--- config.mk ---
export PLATFORM = sky130hd
export DESIGN_NAME = ex_div
export DESIGN_NICKNAME = d
export VERILOG_FILES = /design/src/rtl/ex_div.sv
export SDC_FILE = /design/constraint.sdc
export NUM_CORES = 1
export LEC_CHECK = 0
export ABC_AREA = 1
export CAP_MARGIN = 25
export CORE_ASPECT_RATIO = 0.8
export CORE_MARGIN = 2
export CORE_UTILIZATION = 53
export DETAILED_ROUTE_END_ITERATION = 8
export GPL_TIMING_DRIVEN = 0
export PLACE_DENSITY = 0.78
export REMOVE_ABC_BUFFERS = 1
export SYNTH_ARGS = -nofsm -noshare
export SYNTH_HDL_FRONTEND = slang
export SYNTH_SLANG_ARGS = --single-unit
export TNS_END_PERCENT = 50
--- constraint.sdc ---
create_clock -name CLK -period 2.06 [get_ports CLK]
set_input_delay 0.206 -clock CLK [delete_from_list [all_inputs] [get_ports CLK]]
set_output_delay 0.206 -clock CLK [all_outputs]
set_load 0.02 [all_outputs]
--- src/rtl/ex_div.sv ---
// Iterative restoring 32-bit divider for the EX stage: one quotient bit per cycle, result {remainder, quotient}.
// Optional build macro DIV_ZERO_DIVIDEND_EN: a zero dividend takes the one-cycle zero-result path.
`timescale 1ns/1ps
module ex_div #(
  parameter int DATA_W = 32,
  parameter int CNT_W  = 6
) (
  input  logic                  CLK,
  input  logic                  RST,
  input  logic                  DIV_START,
  input  logic                  DIV_SIGNED,
  input  logic [DATA_W-1:0]     DIV_OPDATA1,
  input  logic [DATA_W-1:0]     DIV_OPDATA2,
  input  logic                  DIV_ANNUL,
  output logic [2*DATA_W-1:0]   DIV_RESULT,
  output logic                  DIV_READY,
  output logic                  DIV_BUSY
);

  typedef enum logic [1:0] {FREE, BY_ZERO, ON, END} state_e;

  state_e                state_q;
  logic [CNT_W-1:0]      cnt_q;
  logic [2*DATA_W:0]     work_q;
  logic [2*DATA_W:0]     work_d;
  logic [DATA_W-1:0]     divisor_q;
  logic                  qneg_q;
  logic                  rneg_q;
  logic [2*DATA_W-1:0]   result_q;
  logic                  ready_q;

  logic [2*DATA_W:0]     shifted;
  logic [DATA_W:0]       upper;
  logic [DATA_W+1:0]     diff;
  logic                  take_zero;

  function automatic logic [DATA_W-1:0] mag(input logic [DATA_W-1:0] v, input logic sgn);
    return (sgn && v[DATA_W-1]) ? -v : v;
  endfunction

  function automatic logic [DATA_W-1:0] apply_sign(input logic [DATA_W-1:0] v, input logic neg);
    return neg ? -v : v;
  endfunction

  // Partial remainder lives in work[63:32], quotient bits shift in at work[0].
  always_comb begin
    shifted = work_q << 1;
    upper   = shifted[2*DATA_W:DATA_W];
    diff    = {1'b0, upper} - {2'b0, divisor_q};
    work_d  = shifted;
    if (!diff[DATA_W+1]) begin
      work_d = {diff[DATA_W:0], shifted[DATA_W-1:1], 1'b1};
    end
  end

  always_comb begin
    take_zero = (DIV_OPDATA2 == '0);
`ifdef DIV_ZERO_DIVIDEND_EN
    take_zero = take_zero || (DIV_OPDATA1 == '0);
`else
    take_zero = take_zero;
`endif
  end

  always_ff @(posedge CLK) begin
    if (RST) begin
      state_q   <= FREE;
      cnt_q     <= '0;
      work_q    <= '0;
      divisor_q <= '0;
      qneg_q    <= 1'b0;
      rneg_q    <= 1'b0;
      result_q  <= '0;
      ready_q   <= 1'b0;
    end else begin
      case (state_q)
        FREE: begin
          if (DIV_START && !DIV_ANNUL) begin
            if (take_zero) begin
              state_q <= BY_ZERO;
            end else begin
              state_q   <= ON;
              cnt_q     <= '0;
              divisor_q <= mag(DIV_OPDATA2, DIV_SIGNED);
              work_q    <= {{(DATA_W+1){1'b0}}, mag(DIV_OPDATA1, DIV_SIGNED)};
              qneg_q    <= DIV_SIGNED && (DIV_OPDATA1[DATA_W-1] ^ DIV_OPDATA2[DATA_W-1]);
              rneg_q    <= DIV_SIGNED && DIV_OPDATA1[DATA_W-1];
            end
          end
        end
        BY_ZERO: begin
          if (DIV_ANNUL) begin
            state_q <= FREE;
          end else begin
            state_q  <= END;
            result_q <= '0;
            ready_q  <= 1'b1;
          end
        end
        ON: begin
          if (DIV_ANNUL) begin
            state_q <= FREE;
          end else if (cnt_q != CNT_W'(DATA_W)) begin
            work_q <= work_d;
            cnt_q  <= cnt_q + 1'b1;
          end else begin
            result_q <= {apply_sign(work_q[2*DATA_W-1:DATA_W], rneg_q),
                         apply_sign(work_q[DATA_W-1:0], qneg_q)};
            ready_q  <= 1'b1;
            state_q  <= END;
          end
        end
        END: begin
          if (DIV_ANNUL || !DIV_START) begin
            state_q  <= FREE;
            result_q <= '0;
            ready_q  <= 1'b0;
          end
        end
        default: state_q <= FREE;
      endcase
    end
  end

  assign DIV_RESULT = result_q;
  assign DIV_READY  = ready_q;
  assign DIV_BUSY   = (state_q != FREE);

endmodule

==> results.md <==
Outcome:
- The flow ran to the end, but the final reports show violations.
- The final reports fail on negative setup slack.

GRT:
- The maximum number of pins on one net before global-route repair is between 70 and 80.
- The first-pass GRT wire length is 71,310 um.
- Global routing used 36.05% of the available tracks across all layers.
- The number of antenna violations at the first check in global routing was 0.
- The global-route congestion overflow total is 0.
- The via count of the first global-routing pass is 13.50k.

Worst setup path:
- The required arrival time at the worst endpoint is 2.41 ns.
- For the worst flop-to-flop path, the logic depth is 11.
- The kind of critical path is reg -> reg.
- At the worst endpoint, the arrival time is roughly 2.5 ns.
- Along the worst path, the maximum fanout reaches 8.
- The startpoint class of the critical path is a flop.
- The worst setup path is captured at a flop.

Timing:
- For the pin with the worst max-slew slack, the measured transition is 0.8817 ns.
- The final max-slew violation count came to 0.
- The maximum clock frequency is 464.9 MHz.
- The final-report hold violation count is 0.
- For the finished layout, the period the worst path requires is approximately 2.2 ns.
- The final-layout worst hold slack is approximately 0.33 ns.
- Setup violations remaining at the end of the flow were counted as 33.
- Setup repair after global routing could not meet its margin everywhere.
- The worst pin sits at a relative slew slack of 41.16%.
- Clock skew on the completed layout was measured at ~0.018 ns.
- Setup slack on the critical path of the routed design comes to -0.09084 ns.
- The share of the clock period used by the worst path is 104.4%.

Synth:
- During synthesis, Yosys emitted a total of 0 warnings.
- The most used flip-flop cell after synthesis is sky130_fd_sc_hd__dfxtp_1.
- In this run, synthesis produced a sequential element count of ~170.
- The area fraction of the dominant cell type after synthesis is 26.83%.
- In the synthesized netlist, the cells that appear most often are sky130_fd_sc_hd__nand2_1 (678), sky130_fd_sc_hd__inv_1 (279), sky130_fd_sc_hd__nand3_1 (225).
- Sequential cells were found to cover 26.83% of the synthesized design area.
- By instance count, the leading cell after synthesis is sky130_fd_sc_hd__nand2_1.
- The synthesized design contains 0 enable-type register cells.
- The mean instance size in the synthesized netlist is ~6 sq um.
- Summed over all instances, the cell type with the most area after synthesis is sky130_fd_sc_hd__dfxtp_1.
- In this run the cell area of the synthesized design comes to approximately 13,000 sq um.
- The synthesized netlist cell count is between 2k and 2.5k.
- The fraction of registers with async set/reset is 0%.
- In the post-synthesis netlist, the biggest area contributors are sky130_fd_sc_hd__dfxtp_1 (27%), sky130_fd_sc_hd__nand2_1 (20%), sky130_fd_sc_hd__nand3_1 (8.8%).
- The distinct cell type count of the synthesized netlist is 45.

Flow run:
- The tool flagged a number of max-cap violations equal to 0.

Finish:
- In the final design database the tool counted 2,476 nets.
- The number of antenna diodes in the final layout is 0.
- From synthesis to final layout, the design area changed by 38.93%.
- With fillers left out, the area of the finished cells amounts to 17,730 sq um.
- For this run, the share of the core covered by cells in the final layout is 75.36%.
- The fraction of layout cells with a size suffix above 1 is 21.21%.
- The number of cells in the finished layout apart from fillers is 2,688.

CTS:
- The clock net in this run drives a total of 171 sinks.
- The maximum clock insertion buffer count is 2.
- After clock tree synthesis, the clock-pin slew on the worst setup and hold paths is 0.08 ns.
- The H-tree was split into 4 levels.
- The clock network latency to the later pin of the worst-skew pair is 0.46 ns.
- Counting the buffers created by CTS gives 17.
- The TritonCTS clock tree is built.
- The clock tree root buffer cell is sky130_fd_sc_hd__clkbuf_16.

Die:
- The floorplan has 50 rows.
- The initial cell density of the core is 54.24%.
- The core region is 23,520 sq um.
- The die boundary width is 177.5 um.
- In this run the count of I/O pins placed on the die edge is 135.
- The height of the chip is 142.8 um.
- The floorplan step defined a die boundary enclosing roughly 25,000 sq um.

Detailed routing:
- Dividing the detail-routed via count by the number of cells gives 5.897.
- The DRC marker count from the first detailed-route iteration is 2,051.
- The number of iterations in the first detailed-routing pass is 7.
- The number of routed nets with antenna violations is 0.
- The aggregate routed wire length is around 51,000 um.
- The detailed router placed ~16k vias in this run.
- The post-detailed-route wirelength per cell is 18.79 um.
- The number of remaining DRC errors is 0.

Pwr:
- The total power density per cell area is 1132 nW/um^2.
- The total power consumption of the routed design is 0.02007 W.
- The sequential cell fraction of total power is a little over a fifth.
- The clock group share of total power is 16.1%.
- The switching power total is between 0.01 and 0.015 W.
- The reported leakage power is 7.994 nW.
- Across the VDD grid, the largest voltage drop is 1.100 mV.
- The internal power contribution is approximately 0.01 W.
- The combinational power share is 62.3%.
- In this run switching power makes up 50.12% of total power.

Placement:
- The wire-length estimate of the detail-placed layout is 30,920 um.
- The cell count after placement is 2,538.
- Summing all placed instances gives a cell area of between 10,000 and 15,000 sq um.
- Routability-driven placement finished with a final weighted congestion of 0.9489.
- The number of buffer cells added on primary ports is 134.

Worst hold path:
- Counting instances, the worst hold path has a depth of 2.
- The type of the worst min-delay path is in -> reg.
-- registers in the layout, indices dropped and copies added (netlist names) --
signal      cells
divisor_q      32
DIV_RESULT     64
work_q         64
qneg_q          1
DIV_READY       1
state_q         2
rneg_q          1
cnt_q           6
-- per-layer routing --
| metal | global-route usage, % | vias to the layer above | wire length (um) |
|---|---|---|---|
| met5 | 0 | - | 0 |
| met4 | 9.275 | 0 | 1559 |
| met3 | 10.78 | 160 | 6951 |
| met2 | 51.63 | 1087 | 21180 |
| met1 | 52.27 | 7255 | 20820 |
| li1 | - | 7349 | - |
-- cells by family (layout without fill, tap and decap cells) --
group           count (synthesis)  count (layout)  share of synthesized area, %
flops                         171             171                         26.83
xor+xnor                       65              65                         4.462
compound gates                302             302                         12.54
simple gates                 1218            1226                         40.49
fa+ha+maj                      44              44                         4.373
buf+inv                       364             568                         11.31
-- power groups by stage --
stage          logic, W  registers, W  clock network, W
2_1_floorplan   0.00541       0.00429                 0
3_3_place_gp    0.00772       0.00437                 0
3_5_place_dp    0.00813       0.00432                 0
4_1_cts         0.00990       0.00428           0.00323
5_1_grt          0.0132       0.00439           0.00338
6_report         0.0125       0.00434           0.00323
-- area by class of cell --
cell class                      count  area, sq um
Clock buffer                       18        439.2
Sequential cell                   171         3550
Clock inverter                     14        131.4
Multi-Input combinational cell   1637         9418
Timing Repair inverter              3        26.28
Fill cell                        1824         5796
Tap cell                          312        390.4
Inverter                          285         1137
Timing Repair Buffer              248         2635
-- cell usage in the layout, fill, tap and decap left out, drive strengths merged, types with 5 or more instances in the layout --
cell	synthesis	layout
nor2	208	209
clkinvlp	0	6
dfxtp	171	171
clkbuf	41	22
nor3	19	19
o21ai	91	91
clkinv	2	9
ha	43	43
buf	38	111
or2	15	15
nand3b	12	12
a31oi	15	15
nand3	227	227
xor2	42	42
nor4	5	5
o211ai	8	8
clkdlybuf4s50	0	131
xnor2	23	23
inv	283	287
nand4	41	42
nand2	683	689
a21oi	173	173
-- final timing paths --
path | startpoint | end | slack (ns)
max reg2reg | work_q[57] | work_q[42] | -0.09
min | RST | work_q[63] | 0.33
max | work_q[57] | work_q[42] | -0.09
min reg2reg | DIV_RESULT[22] | DIV_RESULT[22] | 0.46
-- worst max-delay path: stages (launching register included) --
cell	delay [ns]
sky130_fd_sc_hd__dfxtp_4	0.40
sky130_fd_sc_hd__ha_4	0.29
sky130_fd_sc_hd__a21oi_4	0.15
sky130_fd_sc_hd__nor2_1	0.09
sky130_fd_sc_hd__o21ai_2	0.13
sky130_fd_sc_hd__nand2_2	0.11
sky130_fd_sc_hd__nor2_4	0.17
sky130_fd_sc_hd__buf_12	0.20
sky130_fd_sc_hd__nand2_8	0.14
sky130_fd_sc_hd__nand2_2	0.09
sky130_fd_sc_hd__nand3_1	0.08
sky130_fd_sc_hd__a21oi_1	0.18
-- through the flow --
| stage | setup TNS, ns | setup slack [ns] |
|---|---|---|
| finish | -1.010 | -0.09084 |
| detailed placement | -170.97 | -1.559 |
| global placement | -526.96 | -5.071 |
| CTS | -0.007841 | -0.005845 |
| floorplan | -120.53 | -1.109 |
| global route | -4.885 | -0.1392 |
-- what timing repair did --
action                                  4_1_cts  5_1_grt
gates resized for setup                     225      250
endpoints found under the setup margin      167      120
pin swaps                                    39      111
gates cloned                                 12        6
buffers inserted                             43       58
hold buffers                                  0        0
Power figures use the tool's default switching activity.
